<file path="config.mk">
export PLATFORM = sky130hd
export DESIGN_NAME = rvfi_cover_monitor
export DESIGN_NICKNAME = d
export VERILOG_FILES = /design/src/rtl/rvfi_cover_pkg.sv /design/src/rtl/rvfi_cover_sat_counter.sv /design/src/rtl/rvfi_cover_monitor.sv
export SDC_FILE = /design/constraint.sdc
export NUM_CORES = 1
export LEC_CHECK = 0
export BUFFER_PORTS_ARGS = -buffer_cell sky130_fd_sc_hd__buf_2
export CAP_MARGIN = 20
export CORE_ASPECT_RATIO = 0.7
export CORE_MARGIN = 2
export CORE_UTILIZATION = 40
export DETAILED_ROUTE_END_ITERATION = 10
export GPL_TIMING_DRIVEN = 0
export HOLD_SLACK_MARGIN = 0.15
export PLACE_DENSITY = 0.73
export SLEW_MARGIN = 25
export SYNTH_ARGS = -nofsm -noshare
export SYNTH_HDL_FRONTEND = slang
export SYNTH_SLANG_ARGS = --single-unit
</file>
<file path="constraint.sdc">
create_clock -name clk -period 8.6 [get_ports clk]
set_input_delay 0.86 -clock clk [delete_from_list [all_inputs] [get_ports clk]]
set_output_delay 0.86 -clock clk [all_outputs]
set_load 0.01 [all_outputs]
</file>
<file path="src/rtl/rvfi_cover_pkg.sv">
// Shared definitions for the RVFI event-coverage monitor: class indices and FSM states.
package rvfi_cover_pkg;

   localparam int NUM_CLS    = 6;
   localparam int CLS_DMEMRD = 0;
   localparam int CLS_DMEMWR = 1;
   localparam int CLS_LONG   = 2;
   localparam int CLS_COMPR  = 3;
   localparam int CLS_TRAP   = 4;
   localparam int CLS_NONSEQ = 5;

   typedef enum logic [1:0] {
      IDLE = 2'd0,
      RUN  = 2'd1,
      DONE = 2'd2
   } state_t;

endpackage

</file>
<file path="src/rtl/rvfi_cover_sat_counter.sv">
// Saturating per-class event counter with a registered goal flag.
// goal_next exposes the post-update comparison so the parent FSM can stop on the same edge.
module rvfi_cover_sat_counter #(
   parameter int INC_W = 1,
   parameter int CNT_W = 8
) (
   input  logic             clk,
   input  logic             reset,
   input  logic [INC_W-1:0] increment,
   input  logic             inc_en,
   input  logic             clear,
   input  logic [CNT_W-1:0] threshold,
   output logic [CNT_W-1:0] count,
   output logic             goal_met,
   output logic             goal_next
);

   localparam int SUM_W = CNT_W + INC_W;
   localparam logic [SUM_W-1:0] SAT = {{INC_W{1'b0}}, {CNT_W{1'b1}}};

   logic [SUM_W-1:0] sum;
   logic [CNT_W-1:0] count_next;

   // The sum is widened so the saturation test sees every carry, whatever NRET is.
   always_comb begin
      sum        = {{INC_W{1'b0}}, count} + {{CNT_W{1'b0}}, increment};
      count_next = count;
      if (clear)
         count_next = '0;
      else if (inc_en)
         count_next = (sum > SAT) ? {CNT_W{1'b1}} : sum[CNT_W-1:0];
   end

   assign goal_next = (count_next >= threshold);

   always_ff @(posedge clk) begin
      if (reset) begin
         count    <= '0;
         goal_met <= 1'b0;
      end else begin
         count    <= count_next;
         goal_met <= goal_next;
      end
   end

endmodule

</file>
<file path="src/rtl/rvfi_cover_monitor.sv">
// RVFI event-coverage monitor: classifies retirements, counts per class, tracks goals.
// Define RVFI_COVER_MONITOR_PROPS_EN to emit cover properties and sanity assertions.
module rvfi_cover_monitor
   import rvfi_cover_pkg::*;
#(
   parameter int NRET         = 1,
   parameter int CNT_W        = 8,
   parameter int STOP_ON_GOAL = 1
) (
   input  logic                     clk,
   input  logic                     reset,
   input  logic                     enable,
   input  logic                     clear,
   input  logic [NRET-1:0]          rvfi_valid,
   input  logic [32*NRET-1:0]       rvfi_insn,
   input  logic [NRET-1:0]          rvfi_trap,
   input  logic [32*NRET-1:0]       rvfi_pc_rdata,
   input  logic [32*NRET-1:0]       rvfi_pc_wdata,
   input  logic [4*NRET-1:0]        rvfi_mem_rmask,
   input  logic [4*NRET-1:0]        rvfi_mem_wmask,
   input  logic [NUM_CLS*CNT_W-1:0] goal_thresh,
   output logic [NUM_CLS*CNT_W-1:0] cnt,
   output logic [NUM_CLS-1:0]       goal_met,
   output logic                     all_met,
   output logic [1:0]               state
);

   localparam int INC_W = $clog2(NRET + 1);

   state_t             state_q;
   state_t             state_d;
   logic [NUM_CLS-1:0] hits [NRET];
   logic [INC_W-1:0]   inc  [NUM_CLS];
   logic [NUM_CLS-1:0] goal_next;
   logic               count_en;
   logic               unused_insn_bits;

   // Only the length field of the instruction word matters for classification.
   assign unused_insn_bits = ^rvfi_insn;

   for (genvar c = 0; c < NRET; c++) begin : g_chan
      logic               is_long;
      logic [31:0]        seq_pc;
      logic [NUM_CLS-1:0] ch_hit;

      assign is_long = (rvfi_insn[32*c +: 2] == 2'b11);
      assign seq_pc  = rvfi_pc_rdata[32*c +: 32] + (is_long ? 32'd4 : 32'd2);

      always_comb begin
         ch_hit             = '0;
         ch_hit[CLS_DMEMRD] = rvfi_mem_rmask[4*c +: 4] != 4'd0;
         ch_hit[CLS_DMEMWR] = rvfi_mem_wmask[4*c +: 4] != 4'd0;
         ch_hit[CLS_LONG]   = is_long;
         ch_hit[CLS_COMPR]  = !is_long;
         ch_hit[CLS_TRAP]   = rvfi_trap[c];
         ch_hit[CLS_NONSEQ] = !rvfi_trap[c] && (rvfi_pc_wdata[32*c +: 32] != seq_pc);
         if (!rvfi_valid[c])
            ch_hit = '0;
      end

      assign hits[c] = ch_hit;
   end

   always_comb begin
      for (int k = 0; k < NUM_CLS; k++)
         inc[k] = '0;
      for (int c = 0; c < NRET; c++)
         for (int k = 0; k < NUM_CLS; k++)
            inc[k] = inc[k] + INC_W'(hits[c][k]);
   end

   assign count_en = (state_q == RUN);

   for (genvar k = 0; k < NUM_CLS; k++) begin : g_cls
      rvfi_cover_sat_counter #(
         .INC_W (INC_W),
         .CNT_W (CNT_W)
      ) u_cnt (
         .clk       (clk),
         .reset     (reset),
         .increment (inc[k]),
         .inc_en    (count_en),
         .clear     (clear),
         .threshold (goal_thresh[k*CNT_W +: CNT_W]),
         .count     (cnt[k*CNT_W +: CNT_W]),
         .goal_met  (goal_met[k]),
         .goal_next (goal_next[k])
      );
   end

   assign all_met = &goal_met;

   // Stopping uses the post-update goal vector so no retire slips in after the last goal.
   always_comb begin
      state_d = state_q;
      if (clear)
         state_d = IDLE;
      else begin
         case (state_q)
            IDLE:    if (enable) state_d = RUN;
            RUN: begin
               if ((STOP_ON_GOAL != 0) && (&goal_next))
                  state_d = DONE;
               else if (!enable)
                  state_d = IDLE;
            end
            DONE:    state_d = DONE;
            default: state_d = IDLE;
         endcase
      end
   end

   always_ff @(posedge clk) begin
      if (reset)
         state_q <= IDLE;
      else
         state_q <= state_d;
   end

   assign state = state_q;

`ifdef RVFI_COVER_MONITOR_PROPS_EN
   for (genvar k = 0; k < NUM_CLS; k++) begin : g_props
      cov_goal: cover property (@(posedge clk) goal_met[k]);
      ast_no_decrease: assert property (@(posedge clk) disable iff (reset)
         !clear |=> (cnt[k*CNT_W +: CNT_W] >= $past(cnt[k*CNT_W +: CNT_W])));
   end
   cov_all_met: cover property (@(posedge clk) all_met);
   cov_done: cover property (@(posedge clk) state_q == DONE);
   ast_state_legal: assert property (@(posedge clk) state != 2'd3);
`else
`endif

endmodule
</file>
Yosys cells after proc, flatten, opt, wreduce, memory -nomap -nowiden. Cells that the tools add are included.

Memories: 0. Output and inout bits: 57. Latch bits: 0. Input port bits: 158. RAM bits: 0. Bits in read-only memories: 0. Register bits: 56. Logic and storage cells: 72.

$add $sub $neg: 7. Equal/unequal tests: 6. Multiplexer cells: 24. Reduce and logical (&&, ||, !) cells: 10. $mul: 0. Shift operators: 0. $lt $le $gt $ge: 12. Bitwise gates (word level): 0. Div/mod/pow operators: 0.

Operators with widths (number): two-way mux 8 bit (18); adder 8 x 1 -> 9 bit (6); > comparator 9 x 8 -> 1 bit (second input constant) (6); >= comparator 8 bit (6); adder 32 x 3 -> 32 bit (1); != test 32 bit (1); AND reduction 6 bit (2); nonzero test 4 bit (2); two-way mux 2 bit (3); two-way mux 6 bit (1); case mux 2 bit (3 select lines) (1); == test 2 bit (second input constant) (2); two-way mux 3 bit (1); != test 3 x 2 -> 1 bit (second input constant) (1); == test 2 x 1 -> 1 bit (second input constant) (1); logical NOT 1 bit (2); logical NOT 2 bit (1); != test 2 bit (second input constant) (1); AND reduction 2 bit (1); OR reduction 2 bit (1); logical AND 1 bit (1).

Logic depth before layout (Yosys ltp). Gate-level depths: netlist of run 1.

Depth after elaboration: 15. Mapped depth: 25. Mapped depth without buffers: 25.

By module. A second synthesis of run 1 with hierarchy kept.

Cells, all modules: 716. Area, all modules: 5461.5 um^2.

By module, submodules not included: rvfi_cover_sat_counter (sequential area each 180.2 um^2, cells each 88, times used 6, area an instance 688.2 um^2); rvfi_cover_monitor (sequential area each 40.0 um^2, cells each 188, times used 1, area an instance 1332.5 um^2).

Worst setup path after synthesis of run 1. No wires, ideal clock.

Path type: in2reg. From: input rvfi_insn[0]. To: register state_q[1] (netlist: state[1]). Stages on the path: 25. Arrival: 5359 ps. Library setup time: 116 ps. Path buffers: 0. Path slack: 3125 ps. Required time: 8484 ps. Cell sequence: nand2_1 -> xnor2_1 -> ha_1 -> a31o_2 -> nor4b_4 -> nand2_4 -> xnor2_1 -> a2111o_1 -> nor4_1 -> a31oi_1 -> ha_1 -> nand2_1 -> nor2_1 -> and2_1 -> a41oi_1 -> nand2b_1 -> a21oi_1 -> nor3_1 -> ha_1 -> a21o_1 -> a21oi_1 -> o21ai_0 -> o41ai_1 -> nor4_1 -> a31o_2.

Cells in the longest elaborated chain, start to end: 15. Elaborated cells between the ends (all ways): 30. Classes of those cells: 4 x add/sub; 6 x order compare; 3 x eq/ne; 13 x mux; 4 x reduce/logical.

RTL lines: from (decl) (RTL line rvfi_cover_monitor.sv:15) `input logic [32*NRET-1:0] rvfi_insn,`; == test 2 bit (*) (RTL line rvfi_cover_monitor.sv:46) `assign is_long = (rvfi_insn[32*c +: 2] == 2'b11);`; two-way mux 3 bit (*) (RTL line rvfi_cover_monitor.sv:47) `assign seq_pc = rvfi_pc_rdata[32*c +: 32] + (is_long ? 32'd4 : 32'd2);`; adder 32 x 3 -> 32 bit (*) (RTL line rvfi_cover_monitor.sv:47); != test 32 bit (*) (RTL line rvfi_cover_monitor.sv:56) `ch_hit[CLS_NONSEQ] = !rvfi_trap[c] && (rvfi_pc_wdata[32*c +: 32] != seq_pc);`; logical AND 1 bit (*) (RTL line rvfi_cover_monitor.sv:56); two-way mux 6 bit (*) (RTL line rvfi_cover_monitor.sv:57) `if (!rvfi_valid[c])`; adder 8 x 1 -> 9 bit (*) (RTL line rvfi_cover_sat_counter.sv:26) `sum = {{INC_W{1'b0}}, count} + {{CNT_W{1'b0}}, increment};`; > comparator 9 x 8 -> 1 bit (RTL line rvfi_cover_sat_counter.sv:31) `count_next = (sum > SAT) ? {CNT_W{1'b1}} : sum[CNT_W-1:0];`; two-way mux 8 bit (*) (RTL line rvfi_cover_sat_counter.sv:31); two-way mux 8 bit (*) (RTL line rvfi_cover_sat_counter.sv:30) `else if (inc_en)`; two-way mux 8 bit (*) (RTL line rvfi_cover_sat_counter.sv:28) `if (clear)`; via g_cls[5].u_cnt.count_next[1] (RTL line rvfi_cover_sat_counter.sv:22) `logic [CNT_W-1:0] count_next;`; >= comparator 8 bit (*) (RTL line rvfi_cover_sat_counter.sv:34) `assign goal_next = (count_next >= threshold);`; AND reduction 6 bit (*) (RTL line rvfi_cover_monitor.sv:102) `if ((STOP_ON_GOAL != 0) && (&goal_next))`; two-way mux 2 bit or != test 3 x 2 -> 1 bit (tied branches); case mux 2 bit (3 select lines) or AND reduction 2 bit (tied branches); to (signal assigned) (RTL line rvfi_cover_monitor.sv:117) `state_q <= state_d;`; to (decl) (RTL line rvfi_cover_monitor.sv:30) `state_t state_q;`.

Mark *: on every way through the listed nets, which the timed path passes. The rest lies on a longest branch. A chain may end at the register's enable or synchronous reset.

Worst setup path in the final report of run 1. Ends and elaborated chain as after synthesis.

==> results.md, run 1 <==
- Post-synth top cells: nor2_1, ha_1, dfxtp_1, inv_1, xnor2_1
- Initial Util: between 40% and 50%
- Reg-to-reg endpoint: state[1]
- Longest Clk Path Bufs: 2
- Placed Area: around 6300 um2
- Synth top area share: a little over a fifth
- Count leader, synth: nor2_1
- Area grow syn2layout: 24.6%
- Share of synthesized registers carrying an async set or reset: 0%
- Wire per inst: between 15 and 20 um
- Worst IR drop on VDD: ~76 uV
- Setup TNS Final: 0 ns
- Post-synthesis sequential element count: 56
- I/O pin total: between 200 and 250
- Hold Crit Depth: 2
- Floorplan die width: ~140 um
- CP arrival: between 6 and 7 ns
- Number of gates resized after cts: 0
- Tmin final: between 6 and 7 ns
- Largest net degree at the start of global routing: 16
- Status: finished, final reports clean
- Synth unique cells: 50
- Power per cell area: between 90 and 100 nW/um2
- Initial antenna violation count: 0
- Initial DRC count: ~470
- Top post-synthesis cells by area: dfxtp_1, ha_1, xnor2_1
- Sequential cell area: between 1000 and 1500 um2
- Cell depth of the worst flop-to-flop path: 13
- Share of layout cells above drive strength 1: about a quarter
- Max Cap Viol: 0
- Antenna Cells: 0
- CTS H-tree lvls: 2
- WP data required: around 9 ns
- Port bufs: 182
- Fillcell total: 1222
- RSZ-0062 raised after global routing: no
- Gpl congestion: between 0.9 and 1
- Final Setup Violations: 0
- Kind of critical path: input pin to flip-flop
- Post-detail-place hpwl: between 10000 and 15000 um
- P_leak: 3.17 nW
- Max-slew violation count: 0
- Total grt overflow: 0
- TritonCTS Buffers: 5
- DR DRC count: 0
- CTS tree: yes
- # clock sinks: between 50 and 60
- Slew headroom: between 40% and 50%
- Drt total wl: ~16000 um
- Worst min path class: flip-flop to flip-flop
- YS warnings: 0
- Sequential-to-total area share from yosys stat: ~22%
- Top achievable clock speed: roughly 150 MHz
- # hold bufs at CTS: 0
- Post-CTS setup buffer count: 0
- Hold Crit Start: g_cls[4].u_cnt.count[6]
- Post-DRT Antenna Nets: 0
- Die Y: between 90 and 100 um
- Final period utilization: between 70% and 80%
- First-pass GRT wire length: 25100 um
- Post-synth EDFFs: 0
- Worst Skew: roughly 0.0047 ns
- Startpoint types: input pin
- Vias/cell: between 5 and 6
- FP Rows: 34
- Final #Nets: 1080
- Mapped Nets: between 800 and 900
- Overall routing resource usage: 22.5%
- CP endpoint kind: flip-flop
- 1st-pass router iterations: 5
- Design Area, Final: between 6000 and 7000 um2
- Core area: 12500 um2
- Fin. Hold Viols: 0
- Syn avg cell area: 7.70 um2
- Worst-Margin Slew: between 0.7 and 0.8 ns
- Clock Latency Late Sink: around 0.30 ns
- Hold endpoint: g_cls[4].u_cnt.count[6]
- R2R Path Start: state[0]
- Mapped Area: 5180 um2
- Die area: between 10000 and 15000 um2
- Vias in the first global route: slightly below 5000
- CTS root buf: clkbuf_16
- CTS clk-pin slew, worst paths: 0.07 ns
- Reg2reg setup slack: around 4.2 ns
- Multi-input logic area: between 3000 and 4000 um2
- Synthesized instance count: 672
- Yosys top cell by area: dfxtp_1
- CP max FO: 10
- Primary FF master, synth: dfxtp_1
- Via count: roughly 5600
## critical path, cell delays in order
cell and delay [ns]:
buf_2 0.12, nand2_1 0.14, xnor2_1 0.14, ha_1 0.16, a31o_2 0.16, nor4b_4 0.61
nand2_4 0.15, xnor2_1 0.19, a2111o_1 0.41, nor4_1 0.28, a31oi_1 0.19, ha_1 0.24
nand2_1 0.09, nor2_1 0.06, and2_1 0.19, a41oi_1 0.60, nand2b_1 0.11, a21oi_1 0.21
nor3_1 0.09, ha_1 0.31, a21o_1 0.15, a21oi_1 0.20, o21ai_0 0.13, o41ai_1 0.52
nor4_1 0.12, a31o_2 0.28
## how the worst max path moves through the flow
stage / end / cells after the start / startpoint / slack, ns
4_1_cts: state[1] / 26 / rvfi_insn[0] / 2.20
6_report: state[1] / 26 / rvfi_insn[0] / 2.08
3_5_place_dp: state[1] / 26 / rvfi_insn[0] / 1.90
5_1_grt: state[1] / 26 / rvfi_insn[0] / 1.73
2_1_floorplan: state[1] / 25 / rvfi_insn[0] / 3.13
3_3_place_gp: state[1] / 26 / rvfi_insn[0] / 1.95
## power breakdown
part | total, mW | switching [mW] | internal, mW
logic | 0.148 | 0.0827 | 0.0657
registers | 0.265 | 0.00293 | 0.262
clock network | 0.212 | 0.0952 | 0.117
total | 0.625 | 0.181 | 0.444
## flip-flops by register name, summed over array words and instances, names as in the netlist
register              count
g_cls.u_cnt.count        48
g_cls.u_cnt.goal_met      6
state                     2
## placed cells by master, fill, tap and decap left out, types with 2 or more instances in the layout
cell type / synthesis / final
and3_1: 24 / 24
inv_1: 54 / 54
nand2_1: 18 / 18
dfxtp_1: 56 / 56
a31oi_1: 9 / 9
nand4_1: 17 / 17
a21o_1: 8 / 8
nor4_1: 20 / 20
o21ai_0: 29 / 29
o41a_1: 2 / 2
clkbuf_16: 0 / 5
a311oi_1: 7 / 7
o41ai_1: 5 / 3
buf_2: 0 / 182
nand3_1: 32 / 32
nand2b_1: 18 / 18
nor3_1: 32 / 32
xor2_1: 18 / 18
o41ai_2: 0 / 2
mux2i_1: 3 / 3
a211o_1: 6 / 6
and2_1: 12 / 12
buf_4: 6 / 6
nor4_4: 2 / 2
mux2_2: 3 / 3
nor2_1: 70 / 70
ha_1: 61 / 61
nor2b_1: 25 / 25
a21oi_1: 29 / 29
a31o_2: 4 / 4
clkbuf_1: 22 / 24
and4_1: 6 / 6
xnor2_1: 36 / 36
nand3b_1: 5 / 5
or3_1: 3 / 3
nor3b_1: 4 / 4
a211oi_1: 10 / 10
## metal layers
| metal | track usage [%] | up-vias | wire length [um] |
|---|---|---|---|
| li1 | - | 2795 | - |
| met4 | 3.77 | 0 | 162 |
| met2 | 33.0 | 231 | 6640 |
| met3 | 3.32 | 15 | 1320 |
| met5 | 0 | - | 0 |
| met1 | 35.0 | 2529 | 8060 |
## final cells by class
class,instances,area share (%)
multi-input combinational,534,58.0
sequential,56,17.4
timing repair buffer,182,14.1
inverter,54,3.14
tap,162,3.14
clock buffer,8,2.27
buffer,28,1.98
## cells by family (layout without fill, tap and decap cells)
| group | after synthesis | count (layout) | share of synthesized area [%] |
|---|---|---|---|
| compound gates | 115 | 115 | 14.5 |
| mux | 6 | 6 | 1.23 |
| buf+inv | 82 | 272 | 6.38 |
| fa+ha+maj | 61 | 61 | 14.7 |
| simple gates | 298 | 298 | 32.4 |
| flops | 56 | 56 | 21.7 |
| xor+xnor | 54 | 54 | 9.13 |
## through the flow
step	util [%]	cells	hold slack (ns)	power, mW	setup slack (ns)
2_1_floorplan	-	672	0.577	0.352	3.13
3_3_place_gp	50.3	1016	0.564	0.415	1.95
3_5_place_dp	50.4	1016	0.581	0.417	1.90
4_1_cts	51.5	1024	0.594	0.625	2.20
5_1_grt	51.6	1024	0.617	0.656	1.73
6_report	51.6	1024	0.603	0.625	2.08
Power figures use the tool's default switching activity.
==> run 2: changes to the inputs <==
==> constraint.sdc (replaced) <==
create_clock -name clk -period 6 [get_ports clk]
set_input_delay 0.6 -clock clk [delete_from_list [all_inputs] [get_ports clk]]
set_output_delay 0.6 -clock clk [all_outputs]
set_load 0.01 [all_outputs]
==> run 2 against run 1 <==
First-iteration DRC count up 5.6%; critical path depth unchanged; clock-buffer cell count unchanged; register-to-register slack worse by 2.6 ns; cell count up 0.39%; via count down 0.47%; sequential share of layout area down 0.15 points; worst setup slack worse by 1.8 ns; power up 43%; clock skew down 0.00098 ns; utilization up 0.45 points; wire length up 0.46%; largest cell class unchanged.
==> results.md, run 2 (synthesis results as in run 1) <==
- CTS root buf: clkbuf_16
- Most frequent cells in the layout: buf_2, nor2_1, ha_1, dfxtp_1, inv_1
- Max-slew violation count: 0 (unchanged)
- Final #Nets: 1084 (+0.37%)
- GRT busiest layer: met1
- Global Route met2 Usage: 33.2% (+0.19 points)
- Via count: 5544 (-0.47%)
- # clock sinks: 56 (unchanged)
- Clock Latency Late Sink: 0.30 ns (about the same)
- TritonCTS Buffers: 5 (unchanged)
- P_leak: 3.20 nW (+0.97%)
- Tmin final: ~5.7 ns
- Status: finished, final reports clean
- Sequential cell area: 1120 um2 (unchanged)
- Worst IR drop on VDD: 109 uV (+44%)
- Area grow syn2layout: 25.7%
- M3 GR Usage: 3.32% (unchanged)
- Reg2reg setup slack: 1.59 ns (-2.59 ns)
- Multi-input logic area: 3770 um2 (+0.70%)
- Slew headroom: 45.2% (-1.6 points)
- Core area: 12500 um2 (unchanged)
- RSZ-0062 raised after global routing: no
- Fin. Hold Viols: 0 (unchanged)
- Port bufs: 182 (unchanged)
- # hold bufs at CTS: 0 (unchanged)
- Startpoint types: input pin
- CTS H-tree lvls: 2 (unchanged)
- Post-DRT Antenna Nets: 0 (unchanged)
- WP data required: 6.20 ns (-2.60 ns)
- CP arrival: 5.88 ns (-0.84 ns)
- Most common cell after layout, fill and taps aside: buf_2
- Hold endpoint: state[0]
- Final period utilization: a little over nine tenths
- Die area: 13900 um2 (unchanged)
- Top reg by flops: g_cls.u_cnt.count
- Vias/cell: 5.39 (-0.85%)
- Initial Util: 41.4% (unchanged)
- First-pass GRT wire length: 25200 um (+0.50%)
- Post-Layout Cell Count: 1028 (+0.39%)
- Initial DRC count: 492 (+5.6%)
- Post-detail-place hpwl: 13000 um (unchanged)
- Hold Crit Start: enable
- CTS clk-pin slew, worst paths: 0.07 ns (about the same)
- Largest net degree at the start of global routing: 16 (unchanged)
- GRT met1 Usage: 35.2% (+0.15 points)
- Worst-Margin Slew: 0.813 ns (+0.0231 ns)
- Final Setup Violations: 0 (unchanged)
- Vias in the first global route: 4924 (+0.61%)
- Die Y: 99.2 um (unchanged)
- Top achievable clock speed: roughly 180 MHz
- Initial antenna violation count: 0 (unchanged)
- Floorplan die width: 140 um (unchanged)
- P_sw: 259 uW (+43%)
- Internal: 637 uW (+43%)
- CP endpoint kind: flip-flop
- Worst Skew: 0.00371 ns (-0.000981 ns)
- Logic pwr share: 23.8% (about the same)
- Reg-to-reg endpoint: state[1]
- Max Cap Viol: 0 (unchanged)
- Drt total wl: 16300 um (+0.46%)
- Hold Crit Depth: 3 (+1)
- FP Rows: 34 (unchanged)
- Largest register FFs: 48 (unchanged)
- Cell depth of the worst flop-to-flop path: 13 (unchanged)
- Antenna Cells: 0 (unchanged)
- Overall routing resource usage: 22.6% (+0.12 points)
- Longest Clk Path Bufs: 2 (unchanged)
- Wire per inst: 15.8 um (about the same)
- Clk pwr share: 33.9% (about the same)
- Flop pwr share: 42.3% (about the same)
- 1st-pass router iterations: 5 (unchanged)
- Worst min path class: input pin to flip-flop
- CTS tree: yes
- Fillcell total: 1217 (-0.41%)
- R2R Path Start: state[0]
- Gpl congestion: 0.927 (unchanged)
- Setup TNS Final: 0 ns (unchanged)
- Power per cell area: 138 nW/um2 (+42%)
- Dpl cells: 1016 (unchanged)
- Kind of critical path: input pin to flip-flop
- Sw frac: 28.9% (about the same)
- Share of layout cells above drive strength 1: 25.3% (+0.58 points)
- CP max FO: 8 (-2)
- Total grt overflow: 0 (unchanged)
- DR DRC count: 0 (unchanged)
- I/O pin total: 215 (unchanged)
==> run 2: changes by cell type in the layout (fill, tap and decap cells not counted), sizes merged <==
cell	change
buf	+4
==> run 2: what timing repair did <==
action / 4_1_cts / 5_1_grt
buffers inserted: 4 / 0
resized for setup: 0 / 3
setup endpoints to repair: 2 / 3
==> run 2: power groups by stage <==
| stage | combinational (mW) | clock (mW) | sequential (mW) |
|---|---|---|---|
| 2_1_floorplan | 0.116 | 0 | 0.388 |
| 3_3_place_gp | 0.207 | 0 | 0.388 |
| 4_1_cts | 0.212 | 0.305 | 0.379 |
| 3_5_place_dp | 0.211 | 0 | 0.388 |
| 5_1_grt | 0.238 | 0.323 | 0.380 |
| 6_report | 0.213 | 0.304 | 0.379 |
==> run 2: worst max-delay path: stages <==
cell      delay (ns)
buf_2           0.12
nand2_1         0.14
xnor2_1         0.14
ha_1            0.16
a31o_2          0.16
or4b_2          0.63
xnor2_1         0.15
nor4_1          0.23
nand3_1         0.12
nor4_1          0.34
a31oi_1         0.19
ha_1            0.24
nand2_1         0.09
nor2_1          0.06
and2_1          0.22
a41oi_4         0.35
nand2b_1        0.09
a21oi_1         0.20
nor3_1          0.09
ha_1            0.31
a21o_1          0.15
a21oi_1         0.22
o21ai_0         0.16
o41ai_2         0.35
nor4_1          0.11
a31o_2          0.28
==> run 2: stage by stage <==
stage / hold WS (ns) / instance area (um2) / total power [mW] / setup slack (ns) / util, %
floorplan: 0.577 / 5180 / 0.504 / 0.785 / -
global placement: 0.564 / 6290 / 0.595 / -0.388 / 50.3
detailed placement: 0.581 / 6300 / 0.598 / -0.436 / 50.4
CTS: 0.561 / 6470 / 0.896 / 0.0393 / 51.8
global route: 0.577 / 6510 / 0.941 / 0.0398 / 52.0
finish: 0.560 / 6510 / 0.896 / 0.316 / 52.0
==> run 2: worst max path at each step <==
stage	start	slack [ns]	endpoint
floorplan	rvfi_insn[0]	0.79	state[1]
global route	rvfi_insn[0]	0.04	state[1]
CTS	rvfi_insn[0]	0.04	state[1]
global placement	rvfi_insn[0]	-0.39	state[1]
detailed placement	rvfi_insn[0]	-0.44	state[1]
finish	rvfi_insn[0]	0.32	state[1]
==> run 2: cell type report <==
| type | instances | share of cell area [%] |
|---|---|---|
| repair buffers | 186 | 14.5 |
| inverters | 54 | 3.11 |
| clock buffers | 8 | 2.25 |
| flip-flops and latches | 56 | 17.2 |
| multi-input cells | 534 | 57.9 |
| well taps | 162 | 3.11 |
| plain buffers | 28 | 1.96 |
==> run 2: per-layer routing <==
layer	vias to the layer above	routed length [um]	share of wire (%)
met4	0	162	1.0
met2	220	6650	41
met1	2504	8060	50
met5	-	0	0
li1	2805	-	-
met3	15	1390	8.5
